**src/rtl/glitch_pipe.sv**
```systemverilog
// Back-pressurable DEPTH-stage delay pipeline: adds OFFSET on entry, tags each word with parity,
// re-checks parity at exit and keeps a saturating count of mismatches caused by register upsets.
module glitch_pipe #(
    parameter int unsigned WIDTH  = 8,
    parameter int unsigned DEPTH  = 4,
    parameter int unsigned OFFSET = 0,
    parameter int unsigned CNT_W  = 16
) (
    input  logic             glitched_clk,
    input  logic             rst,
    input  logic [WIDTH-1:0] din,
    input  logic             din_valid,
    output logic             din_ready,
    output logic [WIDTH-1:0] dout,
    output logic             dout_valid,
    input  logic             dout_ready,
    output logic             parity_err,
    output logic [CNT_W-1:0] err_count,
    input  logic             clr_count
);

    logic [DEPTH-1:0]            valid_q;
    logic [DEPTH-1:0][WIDTH-1:0] data_q;
    logic [DEPTH-1:0]            par_q;
    logic [DEPTH-1:0]            load;
    logic [WIDTH-1:0]            din_sum;
    logic                        out_xfer;
    logic                        mismatch;
    logic                        parity_err_q;
    logic [CNT_W-1:0]            err_count_q;

    assign din_sum = din + WIDTH'(OFFSET);

    // A stage loads when empty or when its successor loads; this ripples from dout_ready
    // back to stage 0 and collapses bubbles.
    always_comb begin
        logic chain;
        load  = '0;
        chain = dout_ready;
        for (int k = int'(DEPTH) - 1; k >= 0; k--) begin
            load[k] = !valid_q[k] || chain;
            chain   = load[k];
        end
    end

    assign din_ready = load[0];

    always_ff @(posedge glitched_clk or negedge rst) begin
        if (!rst) begin
            valid_q <= '0;
            data_q  <= '0;
            par_q   <= '0;
        end else begin
            if (load[0]) begin
                valid_q[0] <= din_valid;
                data_q[0]  <= din_sum;
                par_q[0]   <= ^din_sum;
            end
            for (int k = 1; k < int'(DEPTH); k++) begin
                if (load[k]) begin
                    valid_q[k] <= valid_q[k-1];
                    data_q[k]  <= data_q[k-1];
                    par_q[k]   <= par_q[k-1];
                end
            end
        end
    end

    assign out_xfer = valid_q[DEPTH-1] && dout_ready;
    assign mismatch = out_xfer && ((^data_q[DEPTH-1]) != par_q[DEPTH-1]);

    // Clear wins over a simultaneous increment; the pulse itself is still reported.
    always_ff @(posedge glitched_clk or negedge rst) begin
        if (!rst) begin
            parity_err_q <= 1'b0;
            err_count_q  <= '0;
        end else begin
            parity_err_q <= mismatch;
            if (clr_count) begin
                err_count_q <= '0;
            end else if (mismatch && (err_count_q != {CNT_W{1'b1}})) begin
                err_count_q <= err_count_q + CNT_W'(1);
            end
        end
    end

    assign dout       = data_q[DEPTH-1];
    assign dout_valid = valid_q[DEPTH-1];
    assign parity_err = parity_err_q;
    assign err_count  = err_count_q;

endmodule

```
**config.mk**
```make
export PLATFORM = sky130hd
export DESIGN_NAME = glitch_pipe
export DESIGN_NICKNAME = d
export VERILOG_FILES = /design/src/rtl/glitch_pipe.sv
export SDC_FILE = /design/constraint.sdc
export NUM_CORES = 1
export LEC_CHECK = 0
export BUFFER_PORTS_ARGS = -buffer_cell sky130_fd_sc_hd__buf_2
export CAP_MARGIN = 5
export CORE_MARGIN = 1.5
export CORE_UTILIZATION = 60
export CTS_BUF_LIST = sky130_fd_sc_hd__clkbuf_16
export CTS_CLUSTER_SIZE = 28
export DETAILED_ROUTE_END_ITERATION = 16
export GPL_ROUTABILITY_DRIVEN = 0
export PLACE_DENSITY_LB_ADDON = 0.08
export REMOVE_ABC_BUFFERS = 1
export SLEW_MARGIN = 20
export SYNTH_ARGS = -nofsm -noshare
export SYNTH_HDL_FRONTEND = slang
export SYNTH_SLANG_ARGS = --single-unit
```
**constraint.sdc**
```tcl
create_clock -name glitched_clk -period 4.1 [get_ports glitched_clk]
set_clock_uncertainty 0.15 [all_clocks]
set_input_delay 1.23 -clock glitched_clk [delete_from_list [all_inputs] [get_ports glitched_clk]]
set_output_delay 1.23 -clock glitched_clk [all_outputs]
set_load 0.1 [all_outputs]
```
==> results.cfg, run 1 <==
[global_routing]
first_global_vias = 1976
pin_count_of_the_biggest_net_entering_global_routing = 32
initial_antenna_violation_count = 0
global_route_wire_length_before_repair_um = 8907
grt_remaining_overflow = 0
global_route.usage.total = 0.2330

[pwr]
switching_share = 0.3920
power.static_leakage_nw = 1.431
power.net_switching_mw = 0.8636
vdd_ir_drop_max_mv = 0.4210
share_clk_of_total_power = 0.312
seq_power_share = 0.325
power_share_of_the_combinational_group = 0.363
intPower_mw = 1.340
pwr_density_cell_nw_per_um2 = 687.5

[logic_synthesis]
synth.lib_cells_used.distinct = 40
synth_top_flop_cell = sky130_fd_sc_hd__dfrtp_1
post_synth_main_area_contributors = sky130_fd_sc_hd__dfrtp_1 (52%), sky130_fd_sc_hd__mux2_2 (6.1%), sky130_fd_sc_hd__mux2_1 (5.7%)
synth_warnings = 0
synth-seq-cells = 57
synth.largest_area_cell = sky130_fd_sc_hd__dfrtp_1
synth_commonest_cells = sky130_fd_sc_hd__dfrtp_1 (57), sky130_fd_sc_hd__nand2_1 (36), sky130_fd_sc_hd__mux2_2 (15), sky130_fd_sc_hd__mux2_1 (14)
synth_edf_count = 0
post-synth-top-count-cell = sky130_fd_sc_hd__dfrtp_1
synth_top_cell_area_share = 0.5191
syn-mean-instance-area_um2 = 11.26
syn-instance-count = 244
synth_seq_area_share = 0.5191
post_synth_instance_area_um2 = 2748
async_reset_ff_frac = 1.000

[placement]
detailedPlacementHpwl_um = 3625
portBuffers = 39
place.detailed.instances = 323

[sta]
setup-violations-final = 0
min_hold_slack_ps = 312.4
fin_setup_tns_ps = 0
final_cycle_utilization_of_the_critical_path = 0.8347
worstMarginPinSlew_ps = 1076
period_needed_ps = 3422
hold_viol_final = 0
unrepaired_setup_endpoints_after_global_routing = no
clock.fmax_mhz = 292.2
max-slew-margin-rel = 0.2789
slew_viol_final = 0

[run_status]
status = finished clean

[detailed_routing]
drtAntennaViolNets = 0
detailroute.via_count = 1962
detailedRoute.firstPassIterationCount = 4
avgRoutedWirePerCell_um = 15.23
detail_route.iter0.violations = 117
route.detailed.vias_per_inst = 5.805
wirelength_um = 5149
drc = 0

[critical_path]
worst_setup_path_start_kind = primary input
cpMaxStageDelayCell = sky130_fd_sc_hd__buf_2
worstPathBufferInverterCount = 2
timing.critical_path.arrival_ps = 2040
path_common_cell = sky130_fd_sc_hd__buf_2
worstPathRequired_ps = 2720
crit_type = in2out
critical_path.endpoint_type = output port
worst-path-max-fanout = 6
crit_path_max_incr_delay_ps = 330
path_cells = buf_2, nor2b_1, nand4_1, buf_2
critical_path.top_delay_family = buffers and inverters

[clock_network]
cts_hold_buffers = 0
clockBufferDepth = 2
clock-sinks = 57
htree_levels = 3
cts-buffers-inserted = 9
worst_setup_hold_path_clk_slew_ps = 50
cts_root_buffer = sky130_fd_sc_hd__clkbuf_16
post_cts_resize_count = 0
insertion_delay_to_the_later_sink_of_the_worst_skew_pair_ps = 320
post_cts_buffers = 0
cts_tree = built

[min_path]
holdCritPathClass = reg2reg

[floorplan]
fp.dieArea_um2 = 4994
floorplan.die.height_um = 70.67
die_w_um = 70.67
i_o_pin_count = 40
placeableCoreArea_um2 = 4384
floorplan.rows = 24
floorplan.initialDensity = 0.6267

[final_layout]
instances_no_fill = 338
synthToLayoutAreaGrowth_pct = 16.62
seqCellArea_um2 = 1426
fillerInstances = 320
n_antenna_cell = 0
multi_input_comb_area_um2 = 1201
fraction_of_layout_cells_with_a_size_suffix_above_1 = 0.2587
nNetsFinal = 296

[job]
drv.max_cap_violation_count = 0
layout by cell type, fill, tap and decap left out, types with 4 or more instances in the layout:
master                      instances
sky130_fd_sc_hd__or4_1              6
sky130_fd_sc_hd__nor2b_1            4
sky130_fd_sc_hd__buf_4              4
sky130_fd_sc_hd__nand2b_1           7
sky130_fd_sc_hd__mux2_1            14
sky130_fd_sc_hd__clkinv_1           4
sky130_fd_sc_hd__clkbuf_16          9
sky130_fd_sc_hd__dfrtp_1           57
sky130_fd_sc_hd__o31ai_1            7
sky130_fd_sc_hd__buf_2             39
sky130_fd_sc_hd__nand2_1           36
sky130_fd_sc_hd__nor2_1             9
sky130_fd_sc_hd__nand3_1           10
sky130_fd_sc_hd__mux2_2            15
sky130_fd_sc_hd__and3_1             4
sky130_fd_sc_hd__a21oi_1           11
sky130_fd_sc_hd__nand4_1            5
sky130_fd_sc_hd__xnor2_1           11
state kept, by name, summed over array words and instances (netlist names):
signal / flops
data_q: 24
valid_q: 4
err_count: 16
par_q: 4
dout: 8
parity_err: 1
final timing paths:
path,startpoint,endpoint,slack (ps),cells past startpoint
max,dout_ready,din_ready,680,4
min,data_q[16]$_DFFE_PN0P_,dout[0]$_DFFE_PN0P_,310,2
min in group asynchronous,rst,err_count[7]$_DFFE_PN0P_,760,1
max in group asynchronous,rst,par_q[1]$_DFFE_PN0P_,2200,2
min reg2reg,data_q[16]$_DFFE_PN0P_,dout[0]$_DFFE_PN0P_,310,2
max reg2reg,err_count[0]$_DFFE_PN0P_,err_count[5]$_DFFE_PN0P_,1460,6
power by group through the flow:
stage                     logic, mW  clock network [mW]  registers (mW)
final                         0.800               0.688           0.716
after global routing          0.856               0.727           0.729
after CTS                     0.807               0.705           0.716
after detailed placement      0.800                   0           0.723
after global placement        0.790                   0           0.720
after floorplan               0.405                   0           0.927
worst register-to-register path: stages (launching register included):
cell,delay (ps)
sky130_fd_sc_hd__dfrtp_1,420
sky130_fd_sc_hd__ha_1,230
sky130_fd_sc_hd__and4_1,220
sky130_fd_sc_hd__nand3_1,120
sky130_fd_sc_hd__nor3_2,880
sky130_fd_sc_hd__nor4b_1,150
sky130_fd_sc_hd__mux2_1,350
per-layer routing:
| metal | GRT usage | vias to the layer above | routed length (µm) |
|---|---|---|---|
| li1 | - | 942 | - |
| met5 | 0 | - | 0 |
| met4 | 0.1258 | 0 | 102 |
| met1 | 0.2572 | 957 | 2004 |
| met2 | 0.4151 | 53 | 2785 |
| met3 | 0.05556 | 10 | 256 |
logic make-up after synthesis:
family / Yosys count / share of synthesized area
AND/OR/NAND/NOR: 95 / 0.1872
flip-flops: 57 / 0.5191
multiplexers: 30 / 0.1225
AO/OA/AOI/OAI: 28 / 0.07013
buffers and inverters: 19 / 0.04371
XOR/XNOR: 14 / 0.05282
adder cells (fa/ha/maj): 1 / 0.004553
final cells by class:
class / count / area share
clock inverters: 6 / 0.01562
multi-input cells: 168 / 0.3749
inverters: 3 / 0.003514
repair buffers: 43 / 0.07029
clock buffers: 9 / 0.07029
well taps: 52 / 0.02030
flip-flops and latches: 57 / 0.4451
metrics by stage:
| step | util | total power [mW] | worst slack, ps | cell area [µm²] |
|---|---|---|---|---|
| after global routing | 0.7309 | 2.312 | 601.6 | 3204 |
| after detailed placement | 0.6681 | 1.523 | 673.5 | 2929 |
| after floorplan | - | 1.332 | -229.0 | 2639 |
| after global placement | 0.6681 | 1.509 | 667.3 | 2929 |
| final | 0.7309 | 2.203 | 677.5 | 3204 |
| after CTS | 0.7309 | 2.228 | 664.8 | 3204 |
Note: power is estimated with default switching activity, not from simulation.
==> run 2: changes to the inputs <==
- CORE_UTILIZATION: 60 -> 56
- clock period: 4.1 -> 3.4 ns (I/O delays scaled with it)
==> run 2 against run 1 <==
Total power is 30% higher. First-iteration DRC count is 62% higher. Register-to-register slack lost 690 ps. Critical path type unchanged. Largest cell class unchanged.
==> results.cfg, run 2 (same netlist as run 1, synthesis figures left out) <==
[run_status]
status = finished clean

[min_path]
holdCritPathClass = reg2reg
hold_start = valid_q[0]$_DFFE_PN0P_
holdPathEnd = valid_q[1]$_DFFE_PN0P_
hold_depth = 1

[sta]
hold_viol_final = 0
slew_viol_final = 0
setup_slack_ps = 420.4
period_needed_ps = 2980
unrepaired_setup_endpoints_after_global_routing = no
worstMarginPinSlew_ps = 985.1
clock.fmax_mhz = 335.6
setup-violations-final = 0
final_cycle_utilization_of_the_critical_path = 0.8764
max-slew-margin-rel = 0.3427

[detailed_routing]
met2WireLength_um = 2386
drc = 0
wirelength_um = 5471
met3_length_um = 275
route.detailed.vias_per_inst = 5.507
avgRoutedWirePerCell_um = 15.41
detail_route.iter0.violations = 190
met1Wirelength_um = 2698
highest_layer = met4
drtAntennaViolNets = 0
detailroute.via_count = 1955
detailedRoute.firstPassIterationCount = 4

[critical_path]
critical_path.endpoint_type = output port
worst_setup_path_start_kind = primary input
path_common_cell = sky130_fd_sc_hd__buf_2
rr_endpoint = err_count[5]$_DFFE_PN0P_
path_cells = buf_2, nor2b_1, nand4_1, buf_2
crit_type = in2out
timing.critical_path.arrival_ps = 1810
worstPathBufferInverterCount = 2
cpMaxStageDelayCell = sky130_fd_sc_hd__buf_2
r2r_setup_slack_ps = 770
critical_path.top_delay_family = buffers and inverters
worstPathRequired_ps = 2230
reg2reg_depth = 5
crit_path_max_incr_delay_ps = 330
worst-path-max-fanout = 6
beginning_of_the_worst_register_to_register_path = dout[2]$_DFFE_PN0P_

[floorplan]
placeableCoreArea_um2 = 4723
i_o_pin_count = 40
fp.dieArea_um2 = 5336
floorplan.initialDensity = 0.5817
die_w_um = 73.05
floorplan.rows = 25
floorplan.die.height_um = 73.05

[final_layout]
synthToLayoutAreaGrowth_pct = 19.76
mostFrequentLayoutCell = sky130_fd_sc_hd__dfrtp_1
final_cell_area_um2 = 3291
instances_no_fill = 355
largest_register_ff_count = 24
finalCoreUtilization = 0.6967
largest-register = data_q
leading_cell_types_in_the_layout_fill_and_taps_excluded = sky130_fd_sc_hd__dfrtp_1 (57), sky130_fd_sc_hd__buf_2 (39), sky130_fd_sc_hd__nand2_1 (36), sky130_fd_sc_hd__mux2_2 (15), sky130_fd_sc_hd__mux2_1 (14)
fraction_of_layout_cells_with_a_size_suffix_above_1 = 0.2708
nNetsFinal = 297
n_antenna_cell = 0

[placement]
portBuffers = 39
detailedPlacementHpwl_um = 3544
place_ws_ps = 414.6
place.detailed.instances = 339
dpl-instance-area_um2 = 2955

[global_routing]
grt_remaining_overflow = 0
first_global_vias = 1810
global_route_wire_length_before_repair_um = 8935
global_route.usage.total = 0.2266
pin_count_of_the_biggest_net_entering_global_routing = 58
initial_antenna_violation_count = 0

[clock_network]
clock-sinks = 57
cts_root_buffer = sky130_fd_sc_hd__clkbuf_16
cts-buffers-inserted = 9
worst_setup_hold_path_clk_slew_ps = 50
cts_tree = built
post_cts_buffers = 0
insertion_delay_to_the_later_sink_of_the_worst_skew_pair_ps = 320
post_cts_resize_count = 0
htree_levels = 3
cts_hold_buffers = 0
clockBufferDepth = 2

[pwr]
overall_power_after_layout_mw = 2.856
pwr_density_cell_nw_per_um2 = 868.0
power.static_leakage_nw = 1.465
vdd_ir_drop_max_mv = 0.6509

[job]
drv.max_cap_violation_count = 0
[run 2: cell types whose count changed in the layout (fill, tap and decap cells not counted)]
cell / previous run / this run
sky130_fd_sc_hd__buf_4: 4 / 5
sky130_fd_sc_hd__clkinvlp_4: 0 / 1
sky130_fd_sc_hd__inv_1: 3 / 4
sky130_fd_sc_hd__bufinv_16: 1 / 3
sky130_fd_sc_hd__clkinv_1: 4 / 1
[run 2: cell type report]
cell class	count	area (µm²)
Fill cell	348	1433
Sequential cell	57	1426
Multi-Input combinational cell	168	1201
Timing Repair Buffer	44	232.7
Clock buffer	9	225.2
Clock inverter	7	110.1
Tap cell	67	83.83
Inverter	3	11.26
[run 2: worst max path at each step]
stage / startpoint / endpoint / slack (ps) / cells past startpoint
floorplan: valid_q[3]$_DFFE_PN0P_ / din_ready / -580 / 2
global placement: dout_ready / din_ready / 420 / 4
CTS: dout_ready / din_ready / 400 / 4
detailed placement: dout_ready / din_ready / 410 / 4
finish: dout_ready / din_ready / 420 / 4
global route: dout_ready / din_ready / 360 / 4
[run 2: routing by layer]
layer / vias up / GRT usage
li1: 953 / -
met1: 932 / 0.3348
met2: 62 / 0.3172
met3: 8 / 0.04420
met4: 0 / 0.1132
met5: - / 0
[run 2: stage by stage]
step | setup TNS, ps | hold slack, ps
finish | 0 | 314.8
global route | 0 | 349.5
CTS | 0 | 313.6
detailed placement | 0 | 300.5
global placement | 0 | 292.8
floorplan | -4444 | 285.1
[run 2: report_power, final]
| part | internal (mW) | leakage [nW] | total [mW] | switching, mW |
|---|---|---|---|---|
| logic | 0.275 | 0.599 | 0.985 | 0.710 |
| clock network | 0.708 | 0.164 | 1.01 | 0.299 |
| registers | 0.791 | 0.701 | 0.865 | 0.0746 |
| total | 1.77 | 1.47 | 2.86 | 1.08 |
